`config.mk`:
```
export PLATFORM = sky130hd
export DESIGN_NAME = phase_gen_flat
export DESIGN_NICKNAME = d
export VERILOG_FILES = /design/src/rtl/phase_gen_if.sv /design/src/rtl/phase_gen.sv /design/src/flat_wrapper.sv
export SDC_FILE = /design/constraint.sdc
export NUM_CORES = 1
export LEC_CHECK = 0
export BUFFER_PORTS_ARGS = -buffer_cell sky130_fd_sc_hd__buf_2
export CAP_MARGIN = 40
export CORE_MARGIN = 5
export CORE_UTILIZATION = 45
export CTS_CLUSTER_SIZE = 16
export DETAILED_ROUTE_END_ITERATION = 8
export GPL_TIMING_DRIVEN = 1
export PLACE_DENSITY = 0.72
export SETUP_SLACK_MARGIN = 0.1
export SYNTH_ARGS = -nofsm -noshare
export SYNTH_HDL_FRONTEND = slang
export SYNTH_SLANG_ARGS = --single-unit
```
`constraint.sdc`:
```
create_clock -name clk -period 3.75 [get_ports clk]
set_clock_uncertainty 0.2 [all_clocks]
set_input_delay 0.375 -clock clk [delete_from_list [all_inputs] [get_ports clk]]
set_output_delay 0.375 -clock clk [all_outputs]
set_load 0.02 [all_outputs]
```
`src/rtl/phase_gen_if.sv`:
```
// Control/status bundle between the phase generator and the control unit.
// The control unit owns the master side; phase_gen owns the slave side.
interface phase_gen_if #(
  parameter int NUM_PHASES = 4,
  parameter int IDX_W      = 2,
  parameter int CNT_W      = 8
);
  logic                  en;
  logic                  stall;
  logic                  last_ph;
  logic                  step_mode;
  logic                  step;
  logic [NUM_PHASES-1:0] t;
  logic [IDX_W-1:0]      ph_idx;
  logic                  running;
  logic                  cyc_end;
  logic [CNT_W-1:0]      cyc_cnt;

  modport master (
    output en, stall, last_ph, step_mode, step,
    input  t, ph_idx, running, cyc_end, cyc_cnt
  );

  modport slave (
    input  en, stall, last_ph, step_mode, step,
    output t, ph_idx, running, cyc_end, cyc_cnt
  );
endinterface

```
`src/rtl/phase_gen.sv`:
```
// Machine-cycle phase generator: one-hot phase t, phase index and retired-cycle
// counter, with run enable, stall, early termination and single-step control.
module phase_gen #(
  parameter int NUM_PHASES = 4,
  parameter int IDX_W      = 2,
  parameter int CNT_W      = 8
) (
  input  logic         clk,
  input  logic         rst,
  phase_gen_if.slave   bus
);

  typedef enum logic {IDLE, RUN} state_t;

  localparam logic [IDX_W-1:0]      LAST_IDX = IDX_W'(NUM_PHASES - 1);
  localparam logic [NUM_PHASES-1:0] T0_HOT   = NUM_PHASES'(1);

  state_t                state, state_nxt;
  logic [IDX_W-1:0]      idx_q, idx_nxt;
  logic [CNT_W-1:0]      cnt_q, cnt_nxt;
  logic [NUM_PHASES-1:0] t_q, t_nxt;
  logic                  adv;
  logic                  cyc_end;

  assign adv     = (state == RUN) & ~bus.stall & (~bus.step_mode | bus.step);
  assign cyc_end = adv & ((idx_q == LAST_IDX) | bus.last_ph);

  // en is only consulted when a machine cycle retires, so a drop mid-cycle
  // lets the current cycle finish.
  always_comb begin
    state_nxt = state;
    idx_nxt   = idx_q;
    cnt_nxt   = cnt_q;
    case (state)
      IDLE: begin
        if (bus.en) begin
          state_nxt = RUN;
          idx_nxt   = '0;
        end
      end
      RUN: begin
        if (cyc_end) begin
          cnt_nxt = cnt_q + CNT_W'(1);
          idx_nxt = '0;
          if (!bus.en) begin
            state_nxt = IDLE;
          end
        end else if (adv) begin
          idx_nxt = idx_q + IDX_W'(1);
        end
      end
      default: begin
        state_nxt = IDLE;
        idx_nxt   = '0;
      end
    endcase
    // Decoding t from the next index keeps it strictly one-hot or zero.
    t_nxt = (state_nxt == RUN) ? (T0_HOT << idx_nxt) : '0;
  end

  always_ff @(posedge clk) begin
    if (rst) begin
      state <= IDLE;
      idx_q <= '0;
      cnt_q <= '0;
      t_q   <= '0;
    end else begin
      state <= state_nxt;
      idx_q <= idx_nxt;
      cnt_q <= cnt_nxt;
      t_q   <= t_nxt;
    end
  end

  assign bus.t       = t_q;
  assign bus.ph_idx  = idx_q;
  assign bus.running = (state == RUN);
  assign bus.cyc_end = cyc_end;
  assign bus.cyc_cnt = cnt_q;

endmodule

```
`src/flat_wrapper.sv`:
```
// flat-port wrapper written by rule: the top's interface ports become plain ports
module phase_gen_flat 
#(
  parameter int NUM_PHASES = 4,
  parameter int IDX_W      = 2,
  parameter int CNT_W      = 8
)
  (clk, rst, bus_en, bus_stall, bus_last_ph, bus_step_mode, bus_step, bus_t, bus_ph_idx, bus_running, bus_cyc_end, bus_cyc_cnt);
  phase_gen_if #(.NUM_PHASES(NUM_PHASES), .IDX_W(IDX_W), .CNT_W(CNT_W)) bus_i ();
  input  logic clk;
  input  logic rst;
  input wire logic [$bits(bus_i.en)-1:0] bus_en;
  input wire logic [$bits(bus_i.stall)-1:0] bus_stall;
  input wire logic [$bits(bus_i.last_ph)-1:0] bus_last_ph;
  input wire logic [$bits(bus_i.step_mode)-1:0] bus_step_mode;
  input wire logic [$bits(bus_i.step)-1:0] bus_step;
  output wire logic [$bits(bus_i.t)-1:0] bus_t;
  output wire logic [$bits(bus_i.ph_idx)-1:0] bus_ph_idx;
  output wire logic [$bits(bus_i.running)-1:0] bus_running;
  output wire logic [$bits(bus_i.cyc_end)-1:0] bus_cyc_end;
  output wire logic [$bits(bus_i.cyc_cnt)-1:0] bus_cyc_cnt;
  assign bus_i.en = bus_en;
  assign bus_i.stall = bus_stall;
  assign bus_i.last_ph = bus_last_ph;
  assign bus_i.step_mode = bus_step_mode;
  assign bus_i.step = bus_step;
  assign bus_t = bus_i.t;
  assign bus_ph_idx = bus_i.ph_idx;
  assign bus_running = bus_i.running;
  assign bus_cyc_end = bus_i.cyc_end;
  assign bus_cyc_cnt = bus_i.cyc_cnt;
  phase_gen #(.NUM_PHASES(NUM_PHASES), .IDX_W(IDX_W), .CNT_W(CNT_W)) u_core (.clk(clk), .rst(rst), .bus(bus_i));
endmodule
```
== Word-level counts from Yosys, hierarchy flattened ==
Index checks and enable logic that the tools add are counted.

* Register bits: 15
* Input port bits: 7
* Output and inout bits: 16

* $add $sub $neg: 2
* Equal/unequal tests: 1
* Shift operators: 1
* Muxes and demuxes: 7
* Bitwise operators: 9
* Reductions and logical operators: 2

{| class="wikitable"
|+ Operators by type and width
! cell !! number
|-
| adder 8 x 1 -> 8 bit, second input constant || 1
|-
| 2-to-1 mux 2 bit || 3
|-
| inverter 1 bit || 4
|-
| one-hot mux 2 bit (2 select lines) || 1
|-
| left shift 1 x 2 -> 4 bit, first input constant || 1
|-
| bitwise AND 1 bit || 3
|-
| adder 2 x 1 -> 2 bit, second input constant || 1
|-
| == test 2 bit, second input constant || 1
|-
| 2-to-1 mux 1 bit || 2
|-
| bitwise OR 1 bit || 2
|-
| one-hot mux 1 bit (2 select lines) || 1
|-
| AND reduction 2 bit || 1
|-
| OR reduction 2 bit || 1
|}

== Depth between registers and ports, before layout ==
* Word-level depth: 8
* Depth in mapped cells: 7

== Worst setup path before layout ==
No wires, ideal clock.

* Path type: reg-to-reg
* Start: register u_core.idx_q[0], in the netlist u_core.bus.ph_idx[0]
* End: register u_core.t_q[1], in the netlist u_core.bus.t[1]
* Library setup time: 61 ps
* Arrival: 1,474 ps
* Slack: 2,014 ps
* Stages on the path, launching flop included: 6
* Buffers on the path: 0
* Path through: dfxtp_1 ha_1 or2_1 nor3_1 o21ai_0 and4bb_1

* Longest elaborated chain between the ends: 7
* Elaborated cells on any way between the ends: 13
* Classes of those cells: 1 x add/sub; 1 x eq/ne; 1 x shift; 6 x mux; 3 x bitwise; 1 x reduce/logical

{| class="wikitable"
|+ RTL lines
! element !! RTL line !! text
|-
| start, declared || phase_gen.sv:19 || <nowiki>logic [IDX_W-1:0] idx_q, idx_nxt;</nowiki>
|-
| start signal, assigned || phase_gen.sv:69 || <nowiki>idx_q <= idx_nxt;</nowiki>
|-
| == test 2 bit || phase_gen.sv:26 || <nowiki>assign cyc_end = adv & ((idx_q == LAST_IDX) | bus.last_ph);</nowiki>
|-
| bitwise OR 1 bit || phase_gen.sv:26 ||
|-
| bitwise AND 1 bit || phase_gen.sv:26 ||
|-
| 2-to-1 mux 1 bit || phase_gen.sv:42 || <nowiki>if (cyc_end) begin</nowiki>
|-
| one-hot mux 1 bit (2 select lines) || phase_gen.sv:34 || <nowiki>case (state)</nowiki>
|-
| inverter 1 bit (no line) || n/a ||
|-
| OR reduction 2 bit (no line) || n/a ||
|-
| end signal, assigned || phase_gen.sv:71 || <nowiki>t_q <= t_nxt;</nowiki>
|-
| end, declared || phase_gen.sv:21 || <nowiki>logic [NUM_PHASES-1:0] t_q, t_nxt;</nowiki>
|}

Several ways; a longest one is shown, not always the timed one.
A chain may end at the register's enable or synchronous reset.

== Final worst setup path ==
* Start: register u_core.state, in the netlist u_core.bus.running
* End: output port bus_cyc_end

* Longest elaborated chain between the ends: 3

{| class="wikitable"
|+ RTL lines
! element !! RTL line !! text
|-
| start, declared || phase_gen.sv:18 || <nowiki>state_t state, state_nxt;</nowiki>
|-
| start signal, assigned || phase_gen.sv:68 || <nowiki>state <= state_nxt;</nowiki>
|-
| bitwise AND 1 bit (2 in series) || phase_gen.sv:25 || <nowiki>assign adv = (state == RUN) & ~bus.stall & (~bus.step_mode | bus.step);</nowiki>
|-
| bitwise AND 1 bit || phase_gen.sv:26 ||
|-
| end, declared || flat_wrapper.sv:20 || <nowiki>output wire logic [$bits(bus_i.cyc_end)-1:0] bus_cyc_end;</nowiki>
|}

No other way between the ends.

==> results.rst <==
.. list-table::
   :header-rows: 1

   * - Metric
     - Value
   * - Result of the run
     - complete, no violations
   * - Number of gates resized after CTS
     - 0
   * - Top-area cell type share of the netlist area
     - 0.402
   * - Routed length per instance
     - around 13 µm
   * - Buffer and inverter count on the worst path
     - 2
   * - VDD IR max
     - ~0.18 mV
   * - Global-route wire length before repair
     - about 2700 µm
   * - Startpoint of the most critical hold path
     - bus_en
   * - Fin worst setup slack
     - around 1.5 ns
   * - Final Core Density
     - 0.566
   * - Number of enable-type register cells in the synthesized netlist
     - 0
   * - Detailed-router iteration count before antenna repair
     - 4
   * - Overall power
     - between 200 and 300 µW
   * - LEAKAGE
     - between 0.0003 and 0.0004 µW
   * - Number of DRC markers in iteration 0
     - 25
   * - Top fanout value on the critical path
     - 11
   * - Unrepaired setup endpoints after global routing
     - no
   * - Effective utilization at floorplan
     - 0.485
   * - Worst-case setup slack after placement
     - 1.85 ns
   * - Cell chain of the critical path
     - and2b_1, nand3_1, inv_1, buf_2
   * - Yosys warning count
     - 0
   * - Vias in the first global route
     - 599
   * - Pin count of the biggest net entering global routing
     - 15
   * - Average via count per standard cell
     - 5.45
   * - Type of the worst setup path
     - flip-flop to output port
   * - Placeable core area
     - ~1500 µm²
   * - Clock buffer depth
     - 2
   * - Number of nets in the final layout
     - 113
   * - Synth Flop Type
     - dfxtp_1
   * - Startpoint of the lowest-slack register-to-register path
     - u_core.bus.running$_SDFF_PP0_
   * - Worst-Skew Late Latency
     - between 0.2 and 0.3 ns
   * - ANT nets after route
     - 0
   * - Count of max-cap constraint violations
     - 0
   * - Placer congestion estimate
     - approximately 0.73
   * - Arrival time at the worst endpoint
     - 1.67 ns
   * - Net count after synthesis
     - 90
   * - TritonCTS Sinks
     - 15
   * - Slowest cell on the critical path
     - dfxtp_1
   * - Slew HR
     - 0.737
   * - Crit path time final
     - 2.25 ns
   * - Mean instance size in the synthesized netlist
     - 9.22 µm²
   * - Number of failing hold endpoints at the final stage
     - 0
   * - Max stage delay on crit path
     - roughly 0.53 ns
   * - Cell type with the largest total area after synthesis
     - dfxtp_1
   * - Slew Limit Fails
     - 0
   * - Sum of negative setup slack
     - 0 ns
   * - Horizontal die dimension
     - 50.7 µm
   * - Die Outline Area
     - 2570 µm²
   * - Inserted Diodes
     - 0
   * - Overall die height
     - 50.7 µm
   * - HPWL after DPL
     - 1110 µm
   * - Endpoint required time on the critical path
     - around 3.2 ns
   * - Cell row count
     - 14
   * - Final setup violation count
     - 0
   * - Kind of end point of the critical path
     - output port
   * - Sequential area share after synthesis
     - 0.402
   * - Post-CTS repair timing setup buffer count
     - 0
   * - TritonCTS clock tree
     - yes
   * - Fraction of registers with async set or reset after synthesis
     - 0
   * - Number of remaining DRC errors
     - 0
   * - Clock transition at the registers of the reported paths
     - approximately 0.09 ns
   * - Cell area after synthesis
     - between 700 and 800 µm²
   * - Portion of the clock cycle consumed by the worst path in the final layout
     - 0.599
   * - Number of port buffers
     - 22
   * - Cells after Synth
     - 81
   * - Share of final-layout standard cells stronger than drive strength 1
     - 0.291
   * - Top area cells in the synthesized netlist
     - dfxtp_1 (40%), a21oi_1 (4.0%), nor2_1 (4.0%)
   * - Root Driver
     - clkbuf_4
   * - Total routing resource utilization after global routing
     - 0.137
   * - Slew at the pin closest to its max-slew limit
     - around 0.39 ns
   * - Residual overflow from global routing
     - 0
   * - I/O Pins
     - 23
   * - Layout overhead on the synthesized area
     - 16.8%
   * - Path category of the worst min-delay check
     - input port to flip-flop
   * - Number of antenna violations at the first check in global routing
     - 0
   * - Gate family responsible for the most delay along the worst path
     - flip-flops
   * - Total of flip-flops plus latches after synthesis
     - 15
   * - Final WL
     - ~1500 µm
   * - Count of hold buffers inserted by post-cts repair
     - 0
   * - H-tree lvl count
     - 1
   * - Number of buffers created by CTS
     - 3
   * - Source of the critical timing path
     - u_core.bus.running$_SDFF_PP0_
   * - Achievable clock frequency
     - approximately 450 MHz
   * - Number of unique standard cell types used by synthesis
     - 36
   * - Ratio of total power to cell area
     - 325 nW/µm²
   * - Worst setup SP type
     - flip-flop
   * - Vias post-DR
     - 649
==> logic make-up after synthesis <==
kind of cell               count (synthesis)  share of synthesized area
and+or+nand+nor                           37                      0.317
buffers and inverters                      6                     0.0519
muxes                                      1                     0.0134
DFF                                       15                      0.402
adders and majority gates                  2                     0.0335
xor gates and xnor gates                   4                     0.0469
AOI/OAI and AO/OA                         16                      0.136
==> synthesized netlist by cell type (2+ instances only) <==
cell and number:
xor2_1 2, or3_1 3, nand2_1 2, o21ai_0 4
inv_1 2, buf_6 2, nand3_1 5, nor2_1 8
nor2b_1 2, ha_1 2, a21oi_1 6, xnor2_1 2
nor3_1 2, nand4_1 3, dfxtp_1 15
==> where the power goes <==
group / switching (µW) / total (µW) / internal [µW] / leakage (µW)
Clock: 48.7 / 90.0 / 41.2 / 0.0000150
Combinational: 17.3 / 28.2 / 11.0 / 0.000253
Sequential: 3.52 / 165 / 162 / 0.000122
Total: 69.5 / 283 / 214 / 0.000390
==> cell usage in the layout (no fill, tap or decap) <==
cell      count
o211a_1       1
or2_1         1
nand4_1       3
xor2_1        2
and4_1        1
clkbuf_1      1
dfxtp_1      15
nor3_1        2
clkbuf_4      3
o21ai_0       4
and4_4        1
a21oi_1       6
and3b_1       1
nor4_1        1
nand3_1       5
nor2_1        8
and2b_1       1
a21boi_1      1
o21ai_2       1
nor2b_1       2
or2b_1        1
and2_1        1
inv_1         2
nand2_1       2
a31o_2        1
nor4b_2       1
a41oi_1       1
buf_2        22
ha_1          2
o211ai_1      1
nand3_4       1
mux2i_1       1
xnor2_1       2
or3_1         3
nand2b_1      1
and4bb_1      1
==> metal layers <==
| metal | up-vias | GRT usage | wire length, µm |
|---|---|---|---|
| li1 | 338 | - | - |
| met1 | 291 | 0.186 | 759 |
| met2 | 18 | 0.186 | 646 |
| met3 | 2 | 0.0562 | 108 |
| met4 | 0 | 0.0638 | 17 |
| met5 | - | 0 | 0 |
==> sequential cells by signal, indices dropped and copies added (netlist names) <==
register            cells
u_core.bus.cyc_cnt      8
u_core.bus.t            4
u_core.bus.ph_idx       2
u_core.bus.running      1
==> cell type report <==
class                           count  area, µm²
Timing Repair Buffer               22        110
Sequential cell                    15        300
Multi-Input combinational cell     60        408
Tap cell                           16       20.0
Fill cell                         150        669
Inverter                            2       7.51
Clock buffer                        4       26.3
==> worst paths after layout <==
| path | to | slack, ns | cells past startpoint |
|---|---|---|---|
| worst max-delay path | bus_cyc_end | 1.50 | 4 |
| worst min-delay path | u_core.bus.running$_SDFF_PP0_ | 0.17 | 3 |
| worst max register to register | u_core.bus.cyc_cnt[7]$_SDFFE_PP0P_ | 1.92 | 4 |
| worst min register to register | u_core.bus.cyc_cnt[7]$_SDFFE_PP0P_ | 0.29 | 2 |
==> tightest hold or removal path: cells and delay by family <==
kind                   cells  cell delay, ns
AND/OR/NAND/NOR            1            0.07
buffers and inverters      1            0.12
AO/OA/AOI/OAI              1            0.05
==> through the flow <==
step / std cells / hold WS, ns / cell area [µm²]
CTS: 119 / 0.145 / 872
finish: 119 / 0.167 / 872
global route: 119 / 0.146 / 872
detailed placement: 115 / 0.288 / 846
global placement: 115 / 0.266 / 846
floorplan: 81 / 0.246 / 747
Note: power is estimated with default switching activity, not from simulation.
